$ cat config.mk
export PLATFORM = sky130hd
export DESIGN_NAME = cpu_cu
export DESIGN_NICKNAME = d
export VERILOG_FILES = /design/src/rtl/cpu_pkg.sv /design/src/rtl/cpu_cu_timer.sv /design/src/rtl/cpu_cu.sv
export SDC_FILE = /design/constraint.sdc
export NUM_CORES = 1
export LEC_CHECK = 0
export CAP_MARGIN = 10
export CORE_ASPECT_RATIO = 0.7
export CORE_UTILIZATION = 23
export CTS_CLUSTER_DIAMETER = 100
export DETAILED_ROUTE_END_ITERATION = 12
export HOLD_SLACK_MARGIN = 0.03
export PLACE_DENSITY = 0.4
export SYNTH_ARGS = -nofsm -noshare
export SYNTH_HDL_FRONTEND = slang
export SYNTH_SLANG_ARGS = --single-unit
$ cat constraint.sdc
create_clock -name clk -period 4.18 [get_ports clk]
set_input_delay 1.045 -clock clk [delete_from_list [all_inputs] [get_ports clk]]
set_output_delay 1.045 -clock clk [all_outputs]
set_load 0.1 [all_outputs]
$ cat src/rtl/cpu_pkg.sv
`default_nettype none
// ----------------------------------------------------------------------------
// cpu_pkg : shared states, instruction-class codes and field positions for cpu_cu
// Rev 1.0
// ----------------------------------------------------------------------------
package cpu_pkg;

    typedef enum logic [3:0] {
        S_FETCH  = 4'd0,
        S_DECODE = 4'd1,
        S_ALU    = 4'd2,
        S_LOAD   = 4'd3,
        S_STORE  = 4'd4,
        S_LDI    = 4'd5,
        S_JMP    = 4'd6,
        S_JCC    = 4'd7,
        S_HALT   = 4'd8,
        S_ERROR  = 4'd9
    } state_t;

    localparam logic [2:0] CLS_ALU   = 3'b000;
    localparam logic [2:0] CLS_LOAD  = 3'b001;
    localparam logic [2:0] CLS_STORE = 3'b010;
    localparam logic [2:0] CLS_LDI   = 3'b011;
    localparam logic [2:0] CLS_JMP   = 3'b100;
    localparam logic [2:0] CLS_JCC   = 3'b101;
    localparam logic [2:0] CLS_HALT  = 3'b110;
    localparam logic [2:0] CLS_ILL   = 3'b111;

    localparam int CLS_MSB  = 11;
    localparam int CLS_LSB  = 9;
    localparam int MASK_MSB = 8;
    localparam int MASK_LSB = 6;

    // States that wait on mem_rdy and are therefore guarded by the timeout.
    function automatic logic is_mem_state(input state_t s);
        return (s == S_FETCH) || (s == S_LOAD) || (s == S_STORE) || (s == S_LDI);
    endfunction

endpackage
`default_nettype wire

$ cat src/rtl/cpu_cu_timer.sv
`default_nettype none
// ----------------------------------------------------------------------------
// cpu_cu_timer : memory-access timeout counter; expired flags the wait cycle
//                in which the count reaches MEM_TIMEOUT.
// Rev 1.0
// ----------------------------------------------------------------------------
module cpu_cu_timer #(
    parameter int MEM_TIMEOUT = 255,
    parameter int TW          = 16
) (
    input  logic clk,
    input  logic reset,
    input  logic clr,
    input  logic inc,
    output logic expired
);

    localparam logic [TW-1:0] C_LAST = TW'(MEM_TIMEOUT - 1);

    logic [TW-1:0] r_cnt;

    always_ff @(posedge clk or negedge reset) begin
        if (!reset) begin
            r_cnt <= '0;
        end else if (clr) begin
            r_cnt <= '0;
        end else if (inc) begin
            r_cnt <= r_cnt + 1'b1;
        end
    end

    // Fires in the wait cycle whose increment brings the count to MEM_TIMEOUT.
    assign expired = inc && (r_cnt == C_LAST);

endmodule
`default_nettype wire

$ cat src/rtl/cpu_cu.sv
`default_nettype none
// ----------------------------------------------------------------------------
// cpu_cu : fetch/decode/execute control FSM driving the EU strobes and memory
//          handshake. CPU_CU_ILLEGAL_TRAP_EN makes class 111 trap to ERROR.
// Rev 1.0
// ----------------------------------------------------------------------------
module cpu_cu
    import cpu_pkg::*;
#(
    parameter int MEM_TIMEOUT = 255,
    parameter int TW          = 16
) (
    input  logic        clk,
    input  logic        reset,
    input  logic [15:0] ir,
    input  logic        n,
    input  logic        z,
    input  logic        c,
    input  logic        mem_rdy,
    output logic        adr_sel,
    output logic        s_sel,
    output logic        pc_ld,
    output logic        pc_inc,
    output logic        reg_w_en,
    output logic        ir_ld,
    output logic        mem_rd,
    output logic        mem_wr,
    output logic        retire,
    output logic        halted,
    output logic        error
);

    state_t     r_state;
    state_t     w_next;
    logic       r_halt_seen;
    logic       w_clr;
    logic       w_inc;
    logic       w_expired;
    logic [2:0] w_cls;
    logic       w_taken;
    logic       w_unused_ir;

    assign w_cls       = ir[CLS_MSB:CLS_LSB];
    assign w_taken     = |(ir[MASK_MSB:MASK_LSB] & {n, z, c});
    assign w_unused_ir = &{1'b0, ir[15:12], ir[5:0]};

    // Every state change restarts the count, so each memory state starts at zero.
    assign w_inc = is_mem_state(r_state) && !mem_rdy;
    assign w_clr = (w_next != r_state);

    cpu_cu_timer #(
        .MEM_TIMEOUT (MEM_TIMEOUT),
        .TW          (TW)
    ) u_timer (
        .clk     (clk),
        .reset   (reset),
        .clr     (w_clr),
        .inc     (w_inc),
        .expired (w_expired)
    );

    always_ff @(posedge clk or negedge reset) begin
        if (!reset) begin
            r_state     <= S_FETCH;
            r_halt_seen <= 1'b0;
        end else begin
            r_state <= w_next;
            if (r_state == S_HALT) begin
                r_halt_seen <= 1'b1;
            end
        end
    end

    // Outputs are gated by reset so a pending request drops asynchronously.
    always_comb begin
        w_next   = r_state;
        adr_sel  = 1'b0;
        s_sel    = 1'b0;
        pc_ld    = 1'b0;
        pc_inc   = 1'b0;
        reg_w_en = 1'b0;
        ir_ld    = 1'b0;
        mem_rd   = 1'b0;
        mem_wr   = 1'b0;
        retire   = 1'b0;
        halted   = 1'b0;
        error    = 1'b0;
        if (reset) begin
            case (r_state)
                S_FETCH: begin
                    mem_rd = 1'b1;
                    if (mem_rdy) begin
                        ir_ld  = 1'b1;
                        pc_inc = 1'b1;
                        w_next = S_DECODE;
                    end else if (w_expired) begin
                        w_next = S_ERROR;
                    end
                end
                S_DECODE: begin
                    case (w_cls)
                        CLS_ALU:   w_next = S_ALU;
                        CLS_LOAD:  w_next = S_LOAD;
                        CLS_STORE: w_next = S_STORE;
                        CLS_LDI:   w_next = S_LDI;
                        CLS_JMP:   w_next = S_JMP;
                        CLS_JCC:   w_next = S_JCC;
                        CLS_HALT:  w_next = S_HALT;
                        default: begin
`ifdef CPU_CU_ILLEGAL_TRAP_EN
                            w_next = S_ERROR;
`else
                            retire = 1'b1;
                            w_next = S_FETCH;
`endif
                        end
                    endcase
                end
                S_ALU: begin
                    reg_w_en = 1'b1;
                    retire   = 1'b1;
                    w_next   = S_FETCH;
                end
                S_LOAD: begin
                    adr_sel = 1'b1;
                    mem_rd  = 1'b1;
                    if (mem_rdy) begin
                        s_sel    = 1'b1;
                        reg_w_en = 1'b1;
                        retire   = 1'b1;
                        w_next   = S_FETCH;
                    end else if (w_expired) begin
                        w_next = S_ERROR;
                    end
                end
                S_STORE: begin
                    adr_sel = 1'b1;
                    mem_wr  = 1'b1;
                    if (mem_rdy) begin
                        retire = 1'b1;
                        w_next = S_FETCH;
                    end else if (w_expired) begin
                        w_next = S_ERROR;
                    end
                end
                S_LDI: begin
                    mem_rd = 1'b1;
                    if (mem_rdy) begin
                        s_sel    = 1'b1;
                        reg_w_en = 1'b1;
                        pc_inc   = 1'b1;
                        retire   = 1'b1;
                        w_next   = S_FETCH;
                    end else if (w_expired) begin
                        w_next = S_ERROR;
                    end
                end
                S_JMP: begin
                    pc_ld  = 1'b1;
                    retire = 1'b1;
                    w_next = S_FETCH;
                end
                S_JCC: begin
                    pc_ld  = w_taken;
                    retire = 1'b1;
                    w_next = S_FETCH;
                end
                S_HALT: begin
                    halted = 1'b1;
                    retire = !r_halt_seen;
                end
                S_ERROR: begin
                    halted = 1'b1;
`ifdef CPU_CU_ILLEGAL_TRAP_EN
                    error  = 1'b1;
`endif
                end
                default: begin
                    w_next = S_FETCH;
                end
            endcase
        end
    end

endmodule
`default_nettype wire

==> results.yml <==
worst_setup_path:
  worstSetupPathType: "input pin to primary output"
  crit_path_end: "reg_w_en"
  crit_path_end_kind: "primary output"
  ff2ff_path_depth: 5
  r2r_end: "u_timer.r_cnt[10]"
  cp-startpoint: "mem_rdy"
  startpoint_type: "input pin"
  arrival_ps: 2780
  path_max_fanout: 12
  regToRegStartpoint: "r_state[2]"
  regToRegSetupSlack_ps: 1440
  required_ps: 3130
yosys:
  syn_avg_cell_area_sq_um: 8.65
  async_flop_share_pct: 100
  yosys_warnings: 0
  synth-simple-area-share_pct: 36.1
  synth_top_family_by_area: "simple AND/OR/NAND/NOR gates"
  syn_nets: 209
  synth_edf_count: 0
  syn-cell-area_sq_mm: 0.00160
  yosysSeqAreaShare_pct: 32.8
  synth_compound_area_share_pct: 11.3
  synth_top_area_share_pct: 32.8
  synthesis.instances: 185
  ys_seq_elements: 21
  synth_fa_ha_area_share_pct: 1.56
  synthTopCellsByArea: "dfrtp_1 33%, xnor2_1 8.8%, nor3_2 6.3%"
  synth_cell_types: 49
  synth-main-ff-cell: "dfrtp_1"
  synthXorXnorAreaFrac_pct: 9.85
  muxShareOfSynthArea_pct: 2.11
  yosysTopAreaCell: "dfrtp_1"
place:
  place_hpwl_um: 3070
  port-buffer-count: 21
  dp_slack_ps: 350
  place_congestion: 0.821
clock_network:
  path_clk_slew_ps: 80
  cts_tree: "built"
  cts_resized: 0
  clockBufferDepth: 2
  clock-sinks: 21
  clockRootBuffer: "clkbuf_8"
  cts_buffers: 3
  cts_setup_buffers: 0
  cts_hold_buf: 0
  worstSkewPairLatency_ps: 260
  htree_num_levels: 1
status:
  status: "complete, but fails checks"
  violations: "design-rule violations"
global_route:
  grt_first_pass_wirelength_um: 7160
  antenna_found_initial: 0
  grt_max_degree: 20
  grt_pass1_vias: 1293
  grt.total_usage_pct: 12.7
  grt_remaining_overflow: 0
die:
  floorplan.initialDensity_pct: 23.8
  dieArea_sq_mm: 0.00730
  die_width_um: 102
  core_area_sq_mm: 0.00673
  io_pins: 33
  die_h_um: 71.8
  rows: 25
power:
  p_total_mw: 1.24
  p_leak_nw: 0.762
  ir_drop_mv: 0.198
  switchingPower_mw: 0.683
  power_density_mw_per_mm2: 606
  pwr-share-comb_pct: 63.7
  swShare_pct: 55.0
  pwr-share-seq_pct: 25.2
  clockPowerShare_pct: 11.1
  p_int_mw: 0.559
sta:
  clock.fmax_mhz: 262
  slew_headroom_pct: 29.5
  min_period_ps: 3820
  finalClockSkew_ps: 1.64
  min_period_over_period_pct: 91.5
  hold_viol: 0
  drv_slew: 0
  tightest_slew_ps: 1040
  fin_ws_ps: 356
  setup_viol_count_final: 0
  holdWs_ps: 536
  rsz0062_at_grt: "no"
route:
  routed_wl_um: 4220
  drc: 2
  avgViaCountPerCell: 4.69
  drt_iter0_markers: 101
  route.vias.total: 1385
  ant_nets: 0
  wl_per_cell_um: 14.3
  dr.pass1.iters: 8
finish:
  syn2layout_area_growth_pct: 27.9
  final_util_pct: 30.4
  fillCellCount: 721
  layout.nets: 226
  drive_above_1_share_pct: 18.4
  final_cell_mix: "21 x dfrtp_1, 17 x nor3_1, 16 x xnor2_1"
  antennaDiodeCount: 0
  final_common_cell: "dfrtp_1"
hold_path:
  hp-class: "register to register"
run:
  maxCapViolations: 0
[cell families after synthesis]
kind of cell    Yosys count
simple gates             93
compound gates           28
flops                    21
buf+inv                  19
xor+xnor                 18
mux                       3
fa+ha+maj                 2
other cells               1
[critical path, stage by stage]
cell and delay, ps:
clkdlybuf4s50_1 750, inv_1 250, a211o_1 350, a21oi_2 190
buf_12 200
[per-stage QoR]
stage	setup TNS, ps	cells	cell area, sq um
after floorplan	-83.2	185	1620
after global placement	0	291	2000
after detailed placement	0	291	2000
after CTS	0	295	2050
after global routing	0	295	2050
final	0	295	2050
[Yosys cell counts (all sizes together) (2+ instances only)]
cell	instances
xor2	2
clkbuf	4
a22oi	3
nand2	13
nand2b	2
and3	3
nor3b	3
o22ai	2
o31ai	2
dfrtp	21
buf	7
a21oi	7
nor3	28
ha	2
or2	2
o21ai	7
and4	3
nor2	14
xnor2	16
mux2i	3
and2	2
inv	8
nand4	4
nand3	6
nor4	5
[routing by layer]
layer / vias up / track usage (%) / wire length [um]
met5: - / 0 / 0
met4: 0 / 1.45 / 0
met3: 0 / 2.73 / 167
met1: 661 / 20.9 / 2400
met2: 30 / 16.5 / 1660
li1: 694 / - / -
[area by class of cell]
type / instances / area, sq um / area share (%)
Sequential cell: 21 / 526 / 25.7
Clock buffer: 4 / 45.0 / 2.20
Timing Repair Buffer: 23 / 325 / 15.9
Inverter: 8 / 30.0 / 1.47
Multi-Input combinational cell: 145 / 1000 / 49.0
Tap cell: 94 / 118 / 5.75
[power groups by stage]
stage	Combinational, mW	Sequential [mW]	Clock (mW)
floorplan	0.644	0.254	0
global placement	0.804	0.318	0
detailed placement	0.793	0.315	0
CTS	0.796	0.312	0.146
global route	0.854	0.325	0.155
finish	0.791	0.313	0.137
[registers in the layout, indices dropped and copies added, names as in the netlist]
register       cells
r_halt_seen        1
r_state            4
u_timer.r_cnt     16
[worst min-delay path by stage]
stage | from | end | slack [ps] | cells after the start
6_report | r_halt_seen | r_halt_seen | 540 | 1
5_1_grt | r_halt_seen | r_halt_seen | 560 | 1
4_1_cts | r_halt_seen | r_halt_seen | 540 | 1
3_5_place_dp | r_halt_seen | r_halt_seen | 510 | 1
3_3_place_gp | r_halt_seen | r_halt_seen | 530 | 1
2_1_floorplan | r_halt_seen | r_halt_seen | 440 | 1
Note: power is estimated with default switching activity, not from simulation.
